--- config.mk ---
export PLATFORM = sky130hd
export DESIGN_NAME = sub_serial
export DESIGN_NICKNAME = d
export VERILOG_FILES = /design/src/rtl/sub_serial_pkg.sv /design/src/rtl/serial_fs.sv /design/src/rtl/sub_serial.sv
export SDC_FILE = /design/constraint.sdc
export NUM_CORES = 1
export LEC_CHECK = 0
export CAP_MARGIN = 40
export CORE_UTILIZATION = 49
export CTS_CLUSTER_DIAMETER = 50
export DETAILED_ROUTE_END_ITERATION = 10
export HOLD_SLACK_MARGIN = 0.08
export PLACE_DENSITY = 0.77
export SETUP_SLACK_MARGIN = 0.15
export SLEW_MARGIN = 20
export SYNTH_ARGS = -nofsm -noshare
export SYNTH_HDL_FRONTEND = slang
export SYNTH_SLANG_ARGS = --single-unit
--- constraint.sdc ---
create_clock -name clk -period 1.4 [get_ports clk]
set_input_delay 0.28 -clock clk [delete_from_list [all_inputs] [get_ports clk]]
set_output_delay 0.28 -clock clk [all_outputs]
set_load 0.005 [all_outputs]
--- src/rtl/sub_serial_pkg.sv ---
// Shared definitions for the serial arithmetic units: control FSM encoding
// and default datapath sizing.
package sub_serial_pkg;

  localparam int WIDTH_DEF = 8;
  localparam int CNT_W_DEF = 3;

  // Encoding is shared with the serial adder's control FSM; code 3 is unused.
  localparam logic [1:0] ST_IDLE = 2'd0;
  localparam logic [1:0] ST_SUB  = 2'd1;
  localparam logic [1:0] ST_DONE = 2'd2;

  typedef enum logic [1:0] {
    IDLE = ST_IDLE,
    SUB  = ST_SUB,
    DONE = ST_DONE
  } state_t;

endpackage

--- src/rtl/serial_fs.sv ---
// Combinational 1-bit full subtractor: d = x - y - bin, bout = borrow out.
module serial_fs (
  input  logic x,
  input  logic y,
  input  logic bin,
  output logic d,
  output logic bout
);

  assign d    = x ^ y ^ bin;
  assign bout = (~x & y) | (~x & bin) | (y & bin);

endmodule

--- src/rtl/sub_serial.sv ---
// Bit-serial subtractor: latches a/b on en, produces a - b LSB first over
// WIDTH cycles using a single borrow flop, then holds the result in DONE.
module sub_serial
  import sub_serial_pkg::*;
#(
  parameter int WIDTH = WIDTH_DEF,
  parameter int CNT_W = CNT_W_DEF
) (
  input  logic             clk,
  input  logic             rst,
  input  logic             en,
  input  logic [WIDTH-1:0] a,
  input  logic [WIDTH-1:0] b,
  output logic [WIDTH-1:0] out,
  output logic             borrow,
  output logic             done
);

  localparam logic [CNT_W-1:0] LAST_CNT = CNT_W'(WIDTH - 1);

  state_t           state;
  state_t           state_nxt;
  logic             start;
  logic             step;
  logic             last;

  logic [WIDTH-1:0] a_reg;
  logic [WIDTH-1:0] b_reg;
  logic [CNT_W-1:0] count;
  logic             brw;
  logic             d_bit;
  logic             brw_nxt;

  always_ff @(posedge clk or negedge rst) begin
    if (!rst) state <= IDLE;
    else      state <= state_nxt;
  end

  always_comb begin
    state_nxt = state;
    start     = 1'b0;
    step      = 1'b0;
    last      = 1'b0;
    case (state)
      IDLE: begin
        if (en) begin
          start     = 1'b1;
          state_nxt = SUB;
        end
      end
      SUB: begin
        step = 1'b1;
        if (count == LAST_CNT) begin
          last      = 1'b1;
          state_nxt = DONE;
        end
      end
      DONE: begin
        if (en) state_nxt = IDLE;
      end
      default: state_nxt = IDLE;
    endcase
  end

  serial_fs u_fs (
    .x   (a_reg[0]),
    .y   (b_reg[0]),
    .bin (brw),
    .d   (d_bit),
    .bout(brw_nxt)
  );

  // Operand shift registers: present the next bit pair at position 0.
  always_ff @(posedge clk or negedge rst) begin
    if (!rst) begin
      a_reg <= '0;
      b_reg <= '0;
    end else if (start) begin
      a_reg <= a;
      b_reg <= b;
    end else if (step) begin
      a_reg <= a_reg >> 1;
      b_reg <= b_reg >> 1;
    end
  end

  // Running borrow and bit counter.
  always_ff @(posedge clk or negedge rst) begin
    if (!rst) begin
      brw   <= 1'b0;
      count <= '0;
    end else if (start) begin
      brw   <= 1'b0;
      count <= '0;
    end else if (step) begin
      brw   <= brw_nxt;
      count <= count + CNT_W'(1);
    end
  end

  // Result fills from the MSB so the first (LSB) bit lands at bit 0 last.
  always_ff @(posedge clk or negedge rst) begin
    if (!rst)       out <= '0;
    else if (start) out <= '0;
    else if (step)  out <= {d_bit, out[WIDTH-1:1]};
  end

  always_ff @(posedge clk or negedge rst) begin
    if (!rst)       borrow <= 1'b0;
    else if (start) borrow <= 1'b0;
    else if (last)  borrow <= brw_nxt;
  end

  assign done = (state == DONE);

endmodule

==> results of run 1 <==
==> placed cells by master (no fill, tap or decap), drive strengths merged, types with 2 or more instances in the layout <==
master         synthesis  final
a22o                  10     10
nor2b                  2      2
inv                    5      4
dfrtp                 31     31
nand2b                 4      4
buf                    8     28
a2bb2oi                5      5
ha                     2      2
o221a                  2      2
clkbuf                 1     12
clkdlybuf4s50          0     17
o22ai                 20     20
a21oi                  8      8
nand2                  5      5
o21ai                  5      5
clkdlybuf4s15          0      3
o21bai                 1      2
nand3b                 2      2
nor2                   5      5
==> cell type report <==
cell class              count  area [µm²]  area share (%)
flip-flops and latches     31         777            37.6
multi-input cells          76         684            33.2
repair buffers             55         487            23.6
clock buffers               6        51.3            2.48
well taps                  30        37.5            1.82
inverters                   5        22.5            1.09
clock inverters             1        5.00           0.242
==> routing by layer <==
layer	part of all wire (%)	wire (µm)
met5	0	0
met4	0.84	31
met3	5.5	202
met2	51	1860
met1	43	1580
==> power groups by stage <==
| stage | clock network (W) | registers, W | logic [W] |
|---|---|---|---|
| after global routing | 0.000568 | 0.00165 | 0.00246 |
| after detailed placement | 0 | 0.00159 | 0.00158 |
| after floorplan | 0 | 0.00153 | 0.00106 |
| after CTS | 0.000528 | 0.00153 | 0.00180 |
| after global placement | 0 | 0.00157 | 0.00154 |
| final | 0.000513 | 0.00160 | 0.00227 |
==> cell families (layout without fill, tap and decap cells) <==
group                      count (synthesis)  count (layout)  synth area share (%)
AOI/OAI and AO/OA                         53              54                  27.0
adders and majority gates                  3               3                  3.28
buffers and inverters                     14              67                  5.56
DFF                                       31              31                  56.5
and+or+nand+nor                           19              19                  7.66
==> worst paths after layout <==
kind,startpoint,end,slack (ns),depth (start not counted)
max,state[1],done,0.10,3
min,rst,out[5],0.31,2
max reg2reg,state[0],a_reg[1],0.12,5
min reg2reg,count[2],count[2],0.52,1
max in group asynchronous,rst,b_reg[0],0.92,2
min in group clk,en,state[1],0.47,2
==> worst max-delay path, cell delays in order (launching register included) <==
cell	delay (ns)
dfrtp_2	0.44
inv_2	0.08
nor2_2	0.04
buf_2	0.13
==> timing repair <==
action                     in CTS  in global routing
gates cloned                    0                  1
buffers inserted               12                  7
gates resized for setup        26                 38
setup endpoints to repair      24                 40
pin swaps                       0                  4
==> through the flow <==
stage,instance area (µm²),total power (W),hold slack (ns),TNS (ns)
2_1_floorplan,1370,0.00259,-0.0156,0
3_3_place_gp,1720,0.00311,0.484,-2.19
3_5_place_dp,1720,0.00317,0.497,-2.50
4_1_cts,1870,0.00386,0.307,0
5_1_grt,2060,0.00468,0.305,0
6_report,2060,0.00439,0.307,0
==> synth_stat cells (all sizes together) <==
master,count,area [µm²]
buf,8,53.8
o22ai,20,125
inv,5,18.8
nor2b,2,12.5
o31ai,1,7.51
nand3,1,5.00
a22o,10,87.6
nand2,5,18.8
dfrtp,31,776
clkbuf,1,3.75
nor2,5,26.3
a21oi,8,40.0
fa,1,20.0
o221a,2,22.5
a2bb2oi,5,43.8
nand2b,4,27.5
nand3b,2,15.0
ha,2,25.0
o21ai,5,25.0
o211ai,1,7.51
o21bai,1,11.3
==> flow_summary.ini, run 1 <==
[layout]
nets = 196
areaGrowthSynthToFinish_pct = 50.4
postLayoutCoreUtil_pct = 80.4
final_cells = 204
n_antenna_cell = 0
layout-drive-gt1-share_pct = 43.7
fillers = 160

[drt]
firstDrtPassIters = 4
drt-initial-drc-count = 24
via_per_inst = 5.99
via_count = 1222
wl_per_cell_um = 18.0
route.detailed.drc = 0
ant_nets = 0
wl_mm = 3.68

[sta]
worst-slew-pin-transition_ns = 0.458
period_share_pct = 92.6
timing.fmax_mhz = 772
finalWorstSetupSlack_ns = 0.104
slew_viol_final = 0
final-hold-violation-count = 0
worst_clock_skew_ns = 0.0112
slew_headroom_pct = 69.4
rsz0062_at_grt = true
finalCriticalPeriod_ns = 1.30
setup_violations = 0

[cts]
cts.root.buffer_cell = clkbuf_4
clk_latency_ns = 0.33
cts_made_buffers = 5
cts_tree = yes
htree_levels = 2
cts.sinks = 31
clockBufferDepth = 2
ctsHoldBuffers = 0
clkTransAtPathRegs_ns = 0.10

[global_routing]
gr-usage-met1_pct = 31.1
grt_usage_pct = 24.1
antenna_found_initial = 0
grt_pass1_wl_mm = 4.86
grt_use_met2_pct = 37.8
grtUsageMet3_pct = 7.92
grt_pass1_vias = 1040
grt_start_max_net_pins = 32
overflow = 0
top_usage_layer = met2

[place]
io_buffers = 28
place_congestion = 0.834
hpwl_mm = 1.99
placed_cells = 177
place_ws_ns = -0.120

[setup_path]
worst-endpoint-required_ns = 1.12
cp_max_fo = 2
criticalPathCategory = flip-flop to output port
cp-end-kind = output port
cp.arrival_ns = 1.02
cp-start-kind = flip-flop

[worst_hold_path]
hp-class = input port to asynchronous set/reset pin

[synth]
ys_ff_latch = 31
yosysWarnings = 0
syn_inst = 120
syn_nets = 142
yosysUniqueCellTypes = 26
syn-mean-instance-area_um2 = 11.4
yosysSeqAreaShare_pct = 56.5
syn_area_um2 = 1370

[power_and_ir_drop]
peakVddDrop_mv = 1.51
cellLeakagePower_nw = 0.924
switching_share_pct = 36.0
seq_power_share_pct = 36.5
comb_power_share_pct = 51.9
cellInternalPower_w = 0.00281
switchingPower_w = 0.00158
clkPwrFrac_pct = 11.7
power_density_nw_per_um2 = 2120

[floorplan]
dieArea_um2 = 3020
die-height_um = 54.9
ios = 29
die_w_um = 54.9
fp-row-count = 18
core_um2 = 2570
initial_core_util_pct = 53.5

[run]
maxCapViolations = 0

[outcome]
status = complete, no violations
Note: power is estimated with default switching activity, not from simulation.
==> run 2: changes to the inputs <==
CORE_UTILIZATION = 50   (was 49)
PLACE_DENSITY = 0.78   (was 0.77)
SYNTH_HIERARCHICAL = 1   (was unset)
==> flow_summary.ini, run 2 <==
[place]
place_area_um2 = 1770
place_congestion = 0.787
placed_cells = 190
io_buffers = 28
hpwl_mm = 2.10

[synth]
synth.most_common_cell = dfrtp_1
syn_inst = 131
syn_nets = 153
netlist_top_cells_area = dfrtp_1 55%, nor3_1 8.5%, a22o_1 7.4%
synth_enable_flop_cells = 0
yosysSeqAreaShare_pct = 54.7
async_flop_share_pct = 100
ys_ff_latch = 31
synthTopCellsByCount = 31 x dfrtp_1, 24 x nor3_1, 12 x a22o_1, 10 x nor2_1, 7 x nand2_1
syn-mean-instance-area_um2 = 10.8
yosysUniqueCellTypes = 27
yosys_most_used_dff = dfrtp_1
syn_area_um2 = 1420
yosysWarnings = 6
yosysTopAreaCellShare_pct = 54.7
synth_top_area_cell = dfrtp_1

[setup_path]
cp-start-kind = flip-flop
cp_slowest_stage_delay_ns = 0.57
worst-endpoint-required_ns = 1.63
cp-end-kind = flip-flop
reg2regPathDepth = 3
criticalPathCategory = flip-flop to flip-flop
r2r_slack_ns = 0.06
r2r-end = out[7]
cp.arrival_ns = 1.57
r2r_start = brw
cp_max_fo = 2
cpMaxStageDelayCell = fa_1
crit_chain = fa_1 > inv_1 > a22o_1

[floorplan]
initial_core_util_pct = 55.2
dieArea_um2 = 3050
fp-row-count = 18
die-height_um = 55.2
core_um2 = 2570
ios = 29
die_w_um = 55.2

[drt]
route.met3.wl_um = 290
wl_mm = 4.38
dr_wl_met2_mm = 2.22
route.detailed.drc = 0
via_count = 1316
firstDrtPassIters = 4
ant_nets = 0
wl_met1_mm = 1.76
drt-initial-drc-count = 67
via_per_inst = 5.98
wl_per_cell_um = 19.9
top_layer = met4

[cts]
clkTransAtPathRegs_ns = 0.10
clockBufferDepth = 2
clk_latency_ns = 0.33
cts_made_buffers = 5
cts.root.buffer_cell = clkbuf_4
cts.sinks = 31
htree_levels = 2
cts_tree = yes

[layout]
ff_latch_area_um2 = 776
n_antenna_cell = 0
multi_input_area_um2 = 697
mostFrequentLayoutCell = dfrtp_1
postLayoutCoreUtil_pct = 86.6
nets = 211
fin_area_um2 = 2220
fillers = 131
layout-drive-gt1-share_pct = 39.5
final_cells = 220
final_cell_mix = 31 x dfrtp_1, 18 x buf_4, 17 x clkdlybuf4s50_1
areaGrowthSynthToFinish_pct = 56.9

[sta]
rsz0062_at_grt = true
period_share_pct = 95.7
final-hold-violation-count = 0
setup_tns_ns = 0
worst_clock_skew_ns = 0.00549
worst-slew-pin-transition_ns = 0.428
timing.fmax_mhz = 747
slew_headroom_pct = 71.5
slew_viol_final = 0
setup_violations = 0
finalCriticalPeriod_ns = 1.34

[global_routing]
grt_pass1_vias = 1183
grt_usage_pct = 24.9
overflow = 0
grt_start_max_net_pins = 32
grt_pass1_wl_mm = 5.81
antenna_found_initial = 0

[outcome]
status = complete, no violations

[power_and_ir_drop]
power_density_nw_per_um2 = 2110
finalPower_w = 0.00470
cellLeakagePower_nw = 0.999
peakVddDrop_mv = 1.96

[worst_hold_path]
hp-class = input port to asynchronous set/reset pin

[run]
maxCapViolations = 0
==> run 2: kinds of logic after synthesis <==
logic type | Yosys count | share of synthesized area [%]
flops | 31 | 54.7
simple gates | 54 | 19.2
fa+ha+maj | 3 | 3.18
compound gates | 30 | 17.7
buf+inv | 13 | 5.21
==> run 2: layout make-up <==
cell class              count  area share, %
clock buffers               8           3.09
inverters                   5          0.844
multi-input cells          87           31.3
flip-flops and latches     31           34.9
well taps                  30           1.69
repair buffers             59           28.2
==> run 2: worst max path at each step <==
stage / startpoint / slack [ns] / end / cells after the start
floorplan: a_reg[0] / 0.15 / out[7] / 4
global placement: en / -0.16 / borrow / 4
detailed placement: en / -0.25 / out[6] / 3
CTS: state[0] / 0.11 / done / 2
global route: brw / 0.03 / out[7] / 3
finish: brw / 0.06 / out[7] / 3
==> run 2: stage by stage <==
step | setup WS (ns) | hold WS (ns)
5_1_grt | 0.0308 | 0.313
3_5_place_dp | -0.249 | 0.491
4_1_cts | 0.109 | 0.302
6_report | 0.0608 | 0.305
2_1_floorplan | 0.147 | -0.0156
3_3_place_gp | -0.157 | 0.485
==> run 2: routing by layer <==
layer	global-route usage [%]	up-vias
li1	-	589
met1	33.0	658
met2	38.2	61
met3	7.96	8
met4	10.0	0
met5	0	-
==> run 2: timing repair <==
item                       CTS  global route
pin swaps                   17             9
buffers inserted             9             9
setup endpoints to repair   40            38
gates resized for setup     48            21
gates cloned                 1             3
hold buffers                 0             0
==> run 2: power by group <==
group,total (W),switching [W],internal [W],leakage (nW)
Clock,0.000605,0.000310,0.000295,0.0386
Combinational,0.00249,0.00109,0.00140,0.575
Sequential,0.00160,0.000301,0.00130,0.385
==> run 2: worst max-delay path: cells and delay by family, from the launching register on <==
kind / cells / cell delay [ns]
AO/OA/AOI/OAI: 1 / 0.20
adder cells (fa/ha/maj): 1 / 0.57
buffers and inverters: 1 / 0.06
flip-flops: 1 / 0.42
==> run 3: changes to the inputs <==
CAP_MARGIN = 20   (was 40)
CTS_CLUSTER_DIAMETER = unset   (was 50)
==> results of run 3 <==
The final DEF is identical to that of run 2; final timing and power are the same.
